`config.mk`:
```
export PLATFORM = sky130hd
export DESIGN_NAME = uart_apb_ctrl
export DESIGN_NICKNAME = d
export VERILOG_FILES = /design/src/rtl/uart_pkg.sv /design/src/rtl/uart_tx_fifo.sv /design/src/rtl/uart_apb_ctrl.sv
export SDC_FILE = /design/constraint.sdc
export NUM_CORES = 1
export LEC_CHECK = 0
export CORE_MARGIN = 2
export CORE_UTILIZATION = 40
export DETAILED_ROUTE_END_ITERATION = 10
export GPL_TIMING_DRIVEN = 0
export PLACE_DENSITY = 0.8
export SLEW_MARGIN = 20
export SYNTH_ARGS = -nofsm -noshare
export SYNTH_HDL_FRONTEND = slang
export SYNTH_SLANG_ARGS = --single-unit
```
`constraint.sdc`:
```
create_clock -name clk -period 4.3 [get_ports clk]
set_input_delay 0.86 -clock clk [delete_from_list [all_inputs] [get_ports clk]]
set_output_delay 0.86 -clock clk [all_outputs]
set_load 0.02 [all_outputs]
```
`src/rtl/uart_pkg.sv`:
```
// Shared definitions for the UART APB controller: register map, STATUS layout,
// transmit sequencer state encoding and the default slave-select code.
package uart_pkg;

  localparam logic [1:0] UART_SEL_DEFAULT = 2'b10;

  localparam logic [1:0] REG_TXDATA = 2'd0;
  localparam logic [1:0] REG_RXDATA = 2'd1;
  localparam logic [1:0] REG_STATUS = 2'd2;
  localparam logic [1:0] REG_CTRL   = 2'd3;

  localparam int ST_TX_FULL     = 0;
  localparam int ST_TX_EMPTY    = 1;
  localparam int ST_RX_VALID    = 2;
  localparam int ST_RX_OVERRUN  = 3;
  localparam int ST_TX_OVERFLOW = 4;
  localparam int ST_TX_BUSY     = 5;

  typedef enum logic [1:0] {
    IDLE = 2'd0,
    LOAD = 2'd1,
    WAIT = 2'd2
  } tx_state_e;

  function automatic logic [31:0] pack_status(
    input logic tx_full,
    input logic tx_empty,
    input logic rx_valid,
    input logic rx_overrun,
    input logic tx_overflow,
    input logic tx_busy
  );
    logic [31:0] s;
    s = '0;
    s[ST_TX_FULL]     = tx_full;
    s[ST_TX_EMPTY]    = tx_empty;
    s[ST_RX_VALID]    = rx_valid;
    s[ST_RX_OVERRUN]  = rx_overrun;
    s[ST_TX_OVERFLOW] = tx_overflow;
    s[ST_TX_BUSY]     = tx_busy;
    return s;
  endfunction

endpackage

```
`src/rtl/uart_tx_fifo.sv`:
```
// Byte-wide synchronous FIFO for transmit data. Pointers carry one extra MSB so
// full and empty are distinguished without a separate count.
module uart_tx_fifo #(
  parameter int DEPTH = 4
) (
  input  logic       clk,
  input  logic       rst_n,
  input  logic       push,
  input  logic [7:0] push_data,
  input  logic       pop,
  output logic [7:0] head,
  output logic       full,
  output logic       empty
);

  localparam int AW = $clog2(DEPTH);

  logic [7:0]  mem [DEPTH];
  logic [AW:0] wr_ptr;
  logic [AW:0] rd_ptr;
  logic        do_push;
  logic        do_pop;

  assign empty   = (wr_ptr == rd_ptr);
  assign full    = (wr_ptr[AW] != rd_ptr[AW]) && (wr_ptr[AW-1:0] == rd_ptr[AW-1:0]);
  assign do_pop  = pop && !empty;
  // A pop in the same cycle frees the slot being written, so a full FIFO still accepts.
  assign do_push = push && (!full || do_pop);
  assign head    = mem[rd_ptr[AW-1:0]];

  always_ff @(posedge clk or posedge rst_n) begin
    if (rst_n) begin
      wr_ptr <= '0;
      rd_ptr <= '0;
    end else begin
      if (do_push) wr_ptr <= wr_ptr + (AW+1)'(1);
      if (do_pop)  rd_ptr <= rd_ptr + (AW+1)'(1);
    end
  end

  always_ff @(posedge clk) begin
    if (do_push) mem[wr_ptr[AW-1:0]] <= push_data;
  end

endmodule

```
`src/rtl/uart_apb_ctrl.sv`:
```
// APB register front end for the UART: TX byte FIFO with a one-frame-at-a-time
// start/done sequencer, and an RX holding register with valid/overrun tracking.
module uart_apb_ctrl
  import uart_pkg::*;
#(
  parameter int         TX_DEPTH = 4,
  parameter logic [1:0] UART_SEL = UART_SEL_DEFAULT
) (
  input  logic        clk,
  input  logic        rst_n,
  input  logic [1:0]  psel,
  input  logic        pen,
  input  logic        pwr,
  input  logic [31:0] pAdd,
  input  logic [31:0] pwData,
  output logic [31:0] prdata,
  output logic        pready,
  output logic        txStart,
  output logic [7:0]  txData,
  input  logic        txDone,
  output logic        rxStart,
  input  logic [7:0]  rxData,
  input  logic        rxDone
);

  tx_state_e   tx_state;
  logic        tx_en;
  logic        rx_en;
  logic [7:0]  rx_hold;
  logic        rx_valid;
  logic        rx_overrun;
  logic        tx_overflow;

  logic        access;
  logic        apb_wr;
  logic        apb_rd;
  logic [1:0]  reg_sel;
  logic        tx_push;
  logic        tx_pop;
  logic        rx_pop;
  logic        status_wr;
  logic [7:0]  fifo_head;
  logic        fifo_full;
  logic        fifo_empty;
  logic [31:0] status_word;
  logic        unused_bits;

  assign unused_bits = ^{pAdd[31:4], pAdd[1:0], pwData[31:8]};

  assign access    = (psel == UART_SEL) && pen;
  assign pready    = access;
  assign apb_wr    = access && pwr;
  assign apb_rd    = access && !pwr;
  assign reg_sel   = pAdd[3:2];
  assign tx_push   = apb_wr && (reg_sel == REG_TXDATA);
  assign status_wr = apb_wr && (reg_sel == REG_STATUS);
  assign rx_pop    = apb_rd && (reg_sel == REG_RXDATA) && rx_valid;
  assign tx_pop    = (tx_state == LOAD);
  assign rxStart   = rx_en;

  uart_tx_fifo #(
    .DEPTH(TX_DEPTH)
  ) u_tx_fifo (
    .clk      (clk),
    .rst_n    (rst_n),
    .push     (tx_push),
    .push_data(pwData[7:0]),
    .pop      (tx_pop),
    .head     (fifo_head),
    .full     (fifo_full),
    .empty    (fifo_empty)
  );

  assign status_word = pack_status(fifo_full, fifo_empty, rx_valid, rx_overrun,
                                   tx_overflow, tx_state != IDLE);

  always_comb begin
    prdata = '0;
    if (apb_rd) begin
      case (reg_sel)
        REG_RXDATA: prdata = {24'h0, rx_hold};
        REG_STATUS: prdata = status_word;
        REG_CTRL:   prdata = {30'h0, rx_en, tx_en};
        default:    prdata = '0;
      endcase
    end
  end

  always_ff @(posedge clk or posedge rst_n) begin
    if (rst_n) begin
      tx_en <= 1'b0;
      rx_en <= 1'b0;
    end else if (apb_wr && (reg_sel == REG_CTRL)) begin
      tx_en <= pwData[0];
      rx_en <= pwData[1];
    end
  end

  // txData is captured on entry to LOAD so it is already stable when txStart rises;
  // the FIFO slot itself is released at the end of LOAD.
  always_ff @(posedge clk or posedge rst_n) begin
    if (rst_n) begin
      tx_state <= IDLE;
      txStart  <= 1'b0;
      txData   <= 8'h00;
    end else begin
      case (tx_state)
        IDLE: begin
          txStart <= 1'b0;
          if (tx_en && !fifo_empty) begin
            tx_state <= LOAD;
            txStart  <= 1'b1;
            txData   <= fifo_head;
          end
        end
        LOAD: begin
          tx_state <= WAIT;
          txStart  <= 1'b0;
        end
        WAIT: begin
          txStart <= 1'b0;
          if (txDone) tx_state <= IDLE;
        end
        default: begin
          tx_state <= IDLE;
          txStart  <= 1'b0;
        end
      endcase
    end
  end

  // A new byte arriving while the previous one is still unread overwrites it and
  // flags overrun, unless the old byte is being read out in the same cycle.
  always_ff @(posedge clk or posedge rst_n) begin
    if (rst_n) begin
      rx_hold    <= 8'h00;
      rx_valid   <= 1'b0;
      rx_overrun <= 1'b0;
    end else begin
      if (rxDone) begin
        rx_hold  <= rxData;
        rx_valid <= 1'b1;
      end else if (rx_pop) begin
        rx_valid <= 1'b0;
      end
      if (rxDone && rx_valid && !rx_pop)
        rx_overrun <= 1'b1;
      else if (status_wr && pwData[ST_RX_OVERRUN])
        rx_overrun <= 1'b0;
    end
  end

  always_ff @(posedge clk or posedge rst_n) begin
    if (rst_n) begin
      tx_overflow <= 1'b0;
    end else if (tx_push && fifo_full && !tx_pop) begin
      tx_overflow <= 1'b1;
    end else if (status_wr && pwData[ST_TX_OVERFLOW]) begin
      tx_overflow <= 1'b0;
    end
  end

endmodule

```
==> out/metrics.csv <==
stage,metric,value,unit
status,outcome,finished clean,
timing,fin_worst_skew,0.00815,ns
timing,maxSlewViolCount,0,
floorplanning,start_util,0.413,
drt,post-route-drc-count,0,
timing,tightest_slew,0.831,ns
drt,post_drt_wl_per_cell,13.0,um
worst_setup_path,crit_family,buffers and inverters,
logic_synthesis,synth.top_cells.by_area,"edfxtp_1 (34%), dfrtp_1 (27%), mux2_2 (8.0%)",
cts,clockRootBuffer,clkbuf_8,
place,dpl.cell_count,348,
pwr,p_int,1.23,mW
logic_synthesis,syn_inst,187,
timing,fin_tns_setup,0,ns
logic_synthesis,synth.distinct_cells,34,
logic_synthesis,synth_top_area_frac,0.343,
cts,cts_buffers,9,
worst_setup_path,worst_path_max_delay_cell,clkdlybuf4s50_1,
cts,cts_tree,yes,
pwr,cellLeakagePower,1.43,nW
floorplanning,die_x,87.7,um
logic_synthesis,synth-async-reset-ratio,0.484,
pwr,power_switching,547,uW
pwr,p_clk_frac,0.232,
grt,grt_overflow_total,0,
timing,fin_crit_sh,0.861,
worst_setup_path,cp-start-kind,input pin,
drt,wl,4740,um
grt,grt_pass1_vias,1594,
worst_hold_path,hp-class,flop to flop,
pwr,combPwrFrac,0.328,
worst_setup_path,cp.required,3.44,ns
layout,instances_no_fill,364,
place,numPortBuffers,42,
floorplanning,die_area,0.00770,mm^2
logic_synthesis,synth_seq_cells,62,
pwr,ir_drop,0.265,mV
drt,detail-route-antenna-nets,0,
grt,grt_usage,0.134,
timing,setup_viol,0,
grt,antenna_found_initial,0,
drt,via_count,1628,
floorplanning,die_h,87.7,um
worst_setup_path,endpoint_kind,output pin,
grt,grt_pass1_wl,7560,um
cts,clk_pin_slew,0.06,ns
logic_synthesis,synth_edf_count,32,
worst_setup_path,criticalPathCategory,input pin to output pin,
layout,layout-drive-gt1-share,0.239,
place,pre_cts_slack,0.597,ns
layout,fin_area,0.00359,mm^2
logic_synthesis,ys_seq_area_frac,0.610,
drt,dr.first_iter.drc_count,39,
timing,rsz0062_at_grt,false,
worst_setup_path,arrival,2.84,ns
cts,post_cts_buffers,0,
grt,grt_max_degree,31,
worst_setup_path,crit_top_cell,clkdlybuf4s50_1,
logic_synthesis,syn_avg_cell_area,15.0,um^2
pwr,switching_share,0.307,
timing,finalHoldViolCount,0,
layout,syn_to_final_growth,28.0,%
layout,fin_nets,348,
place,placed_cell_area,0.00343,mm^2
worst_setup_path,cpPeakStageDelay,0.66,ns
cts,ctsHoldBuffers,0,
place,routabilityCongestion,0.728,
layout,diodes,0,
pwr,p_seq_frac,0.440,
floorplanning,rows,30,
layout,n_fill_cell,569,
pwr,powerDensity,496,mW/mm^2
worst_setup_path,crit_buf_inv,3,
floorplanning,io_pins,123,
logic_synthesis,synth_ff_type,edfxtp_1,
cts,post_cts_resized,0,
timing,fmax,270,MHz
logic_synthesis,yosys_warnings,0,
grt,busiest_layer,met2,
drt,drt_pass1_iterations,4,
timing,setup_slack,0.599,ns
logic_synthesis,yosysTopAreaCell,edfxtp_1,
timing,timing.slew.headroom,0.445,
cts,cts.htree.levels,3,
place,post-dp-hpwl,3450,um
cts,clk_path_buf_depth,2,
timing,finalWorstPathRequiredPeriod,3.70,ns
cts,clock-sinks,62,
grt,grt_use_met1,0.153,
logic_synthesis,synth.cell_area,0.00280,mm^2
job,cap_violations,0,
worst_setup_path,crit_fanout,8,
worst_setup_path,crit_chain,"clkdlybuf4s50_1, nand2_1, or3_1, clkbuf_1, a311oi_1, clkdlybuf4s50_1",
cts,clkLatencyLatePin,0.33,ns
grt,grtUsageMet2,0.228,
grt,gr-usage-met3,0.0518,
drt,viasPerCell,4.47,
floorplanning,fp.coreArea,0.00679,mm^2
-- cell usage after synthesis, types with 2 or more instances --
| cell type | n |
|---|---|
| and2_1 | 5 |
| a21oi_1 | 3 |
| nand2_1 | 9 |
| clkbuf_1 | 3 |
| buf_4 | 24 |
| nand2b_1 | 2 |
| xnor2_1 | 2 |
| edfxtp_1 | 32 |
| nor3b_1 | 2 |
| o21ai_0 | 2 |
| mux4_1 | 4 |
| mux4_2 | 4 |
| xor2_1 | 5 |
| nor2b_1 | 5 |
| a22oi_1 | 3 |
| inv_1 | 3 |
| buf_6 | 2 |
| mux2_2 | 20 |
| dfrtp_1 | 30 |
| nor2_1 | 8 |
| nor4b_1 | 2 |
| ha_1 | 5 |
-- worst reg2reg max path, delay by kind of cell, from the launching register on --
| kind | cells | cell delay (ns) |
|---|---|---|
| DFF | 1 | 0.40 |
| buffers and inverters | 1 | 0.16 |
| muxes | 1 | 0.41 |
| and+or+nand+nor | 2 | 0.80 |
| xor gates and xnor gates | 1 | 0.24 |
-- placed cells by master (no fill, tap or decap), types with 3 or more instances in the layout --
| cell | n |
|---|---|
| dfrtp_1 | 30 |
| clkbuf_1 | 6 |
| clkdlybuf4s50_1 | 42 |
| edfxtp_1 | 32 |
| a21oi_1 | 3 |
| mux4_1 | 4 |
| nor2_1 | 8 |
| xor2_1 | 5 |
| buf_4 | 24 |
| ha_1 | 5 |
| nor2b_1 | 5 |
| nand2_1 | 9 |
| and2_1 | 5 |
| a22oi_1 | 3 |
| conb_1 | 24 |
| clkbuf_8 | 9 |
| mux2_2 | 20 |
| mux4_2 | 4 |
-- power groups by stage --
| stage | Combinational, mW | Sequential (mW) | Clock [mW] |
|---|---|---|---|
| finish | 0.584 | 0.783 | 0.414 |
| global route | 0.640 | 0.796 | 0.450 |
| CTS | 0.592 | 0.784 | 0.424 |
| detailed placement | 0.588 | 0.796 | 0 |
| global placement | 0.571 | 0.795 | 0 |
| floorplan | 0.352 | 0.839 | 0 |
-- final timing paths --
check / start / to / slack [ns] / cells past startpoint
setup / recovery: psel[1] / prdata[0] / 0.60 / 6
hold / removal: u_tx_fifo.wr_ptr[2] / u_tx_fifo.wr_ptr[2] / 0.49 / 1
setup reg to reg: u_tx_fifo.rd_ptr[1] / txData[6] / 2.18 / 5
hold reg to reg: u_tx_fifo.wr_ptr[2] / u_tx_fifo.wr_ptr[2] / 0.49 / 1
max in group asynchronous: rst_n / rx_hold[4] / 2.94 / 2
min in group asynchronous: rst_n / txStart / 0.94 / 2
-- per-stage QoR --
step                utilization  hold slack, ns  total power, mW
floorplan                     -           0.462             1.19
global placement          0.505           0.476             1.37
detailed placement        0.505           0.477             1.38
CTS                       0.528           0.490             1.80
global route              0.528           0.520             1.89
finish                    0.528           0.487             1.78
-- per-layer routing --
| layer | vias to the layer above | share of wire |
|---|---|---|
| met3 | 9 | 0.059 |
| met4 | 0 | 0.014 |
| li1 | 785 | - |
| met5 | - | 0 |
| met2 | 53 | 0.52 |
| met1 | 781 | 0.40 |
-- registers in the layout (all words and copies together) (netlist names) --
name / cells
rx_hold: 8
u_tx_fifo.rd_ptr: 3
txStart: 1
tx_overflow: 1
u_tx_fifo.wr_ptr: 3
txData: 8
tx_state: 2
rx_valid: 1
rxStart: 1
rx_overrun: 1
u_tx_fifo.mem: 32
tx_en: 1
-- area by class of cell --
class,instances,area (um^2),area share
sequential,62,1710,0.477
multi-input combinational,116,953,0.266
timing repair buffer,42,420,0.117
buffer,29,214,0.0596
clock buffer,12,135,0.0376
tap,96,120,0.0335
clock inverter,4,23.8,0.00662
inverter,3,11.3,0.00314
-- logic make-up (layout without fill, tap and decap cells) --
group                    Yosys count  after routing  share of synthesized area
multiplexers                      28             28                      0.150
AO/OA/AOI/OAI                     12             12                     0.0295
AND/OR/NAND/NOR                   40             40                     0.0843
adder cells (fa/ha/maj)            5              5                     0.0223
flip-flops                        62             62                      0.610
other                              1             24                    0.00134
buffers and inverters             32             90                     0.0803
XOR/XNOR                           7              7                     0.0219
No activity file was read; power rests on OpenSTA's default activity.
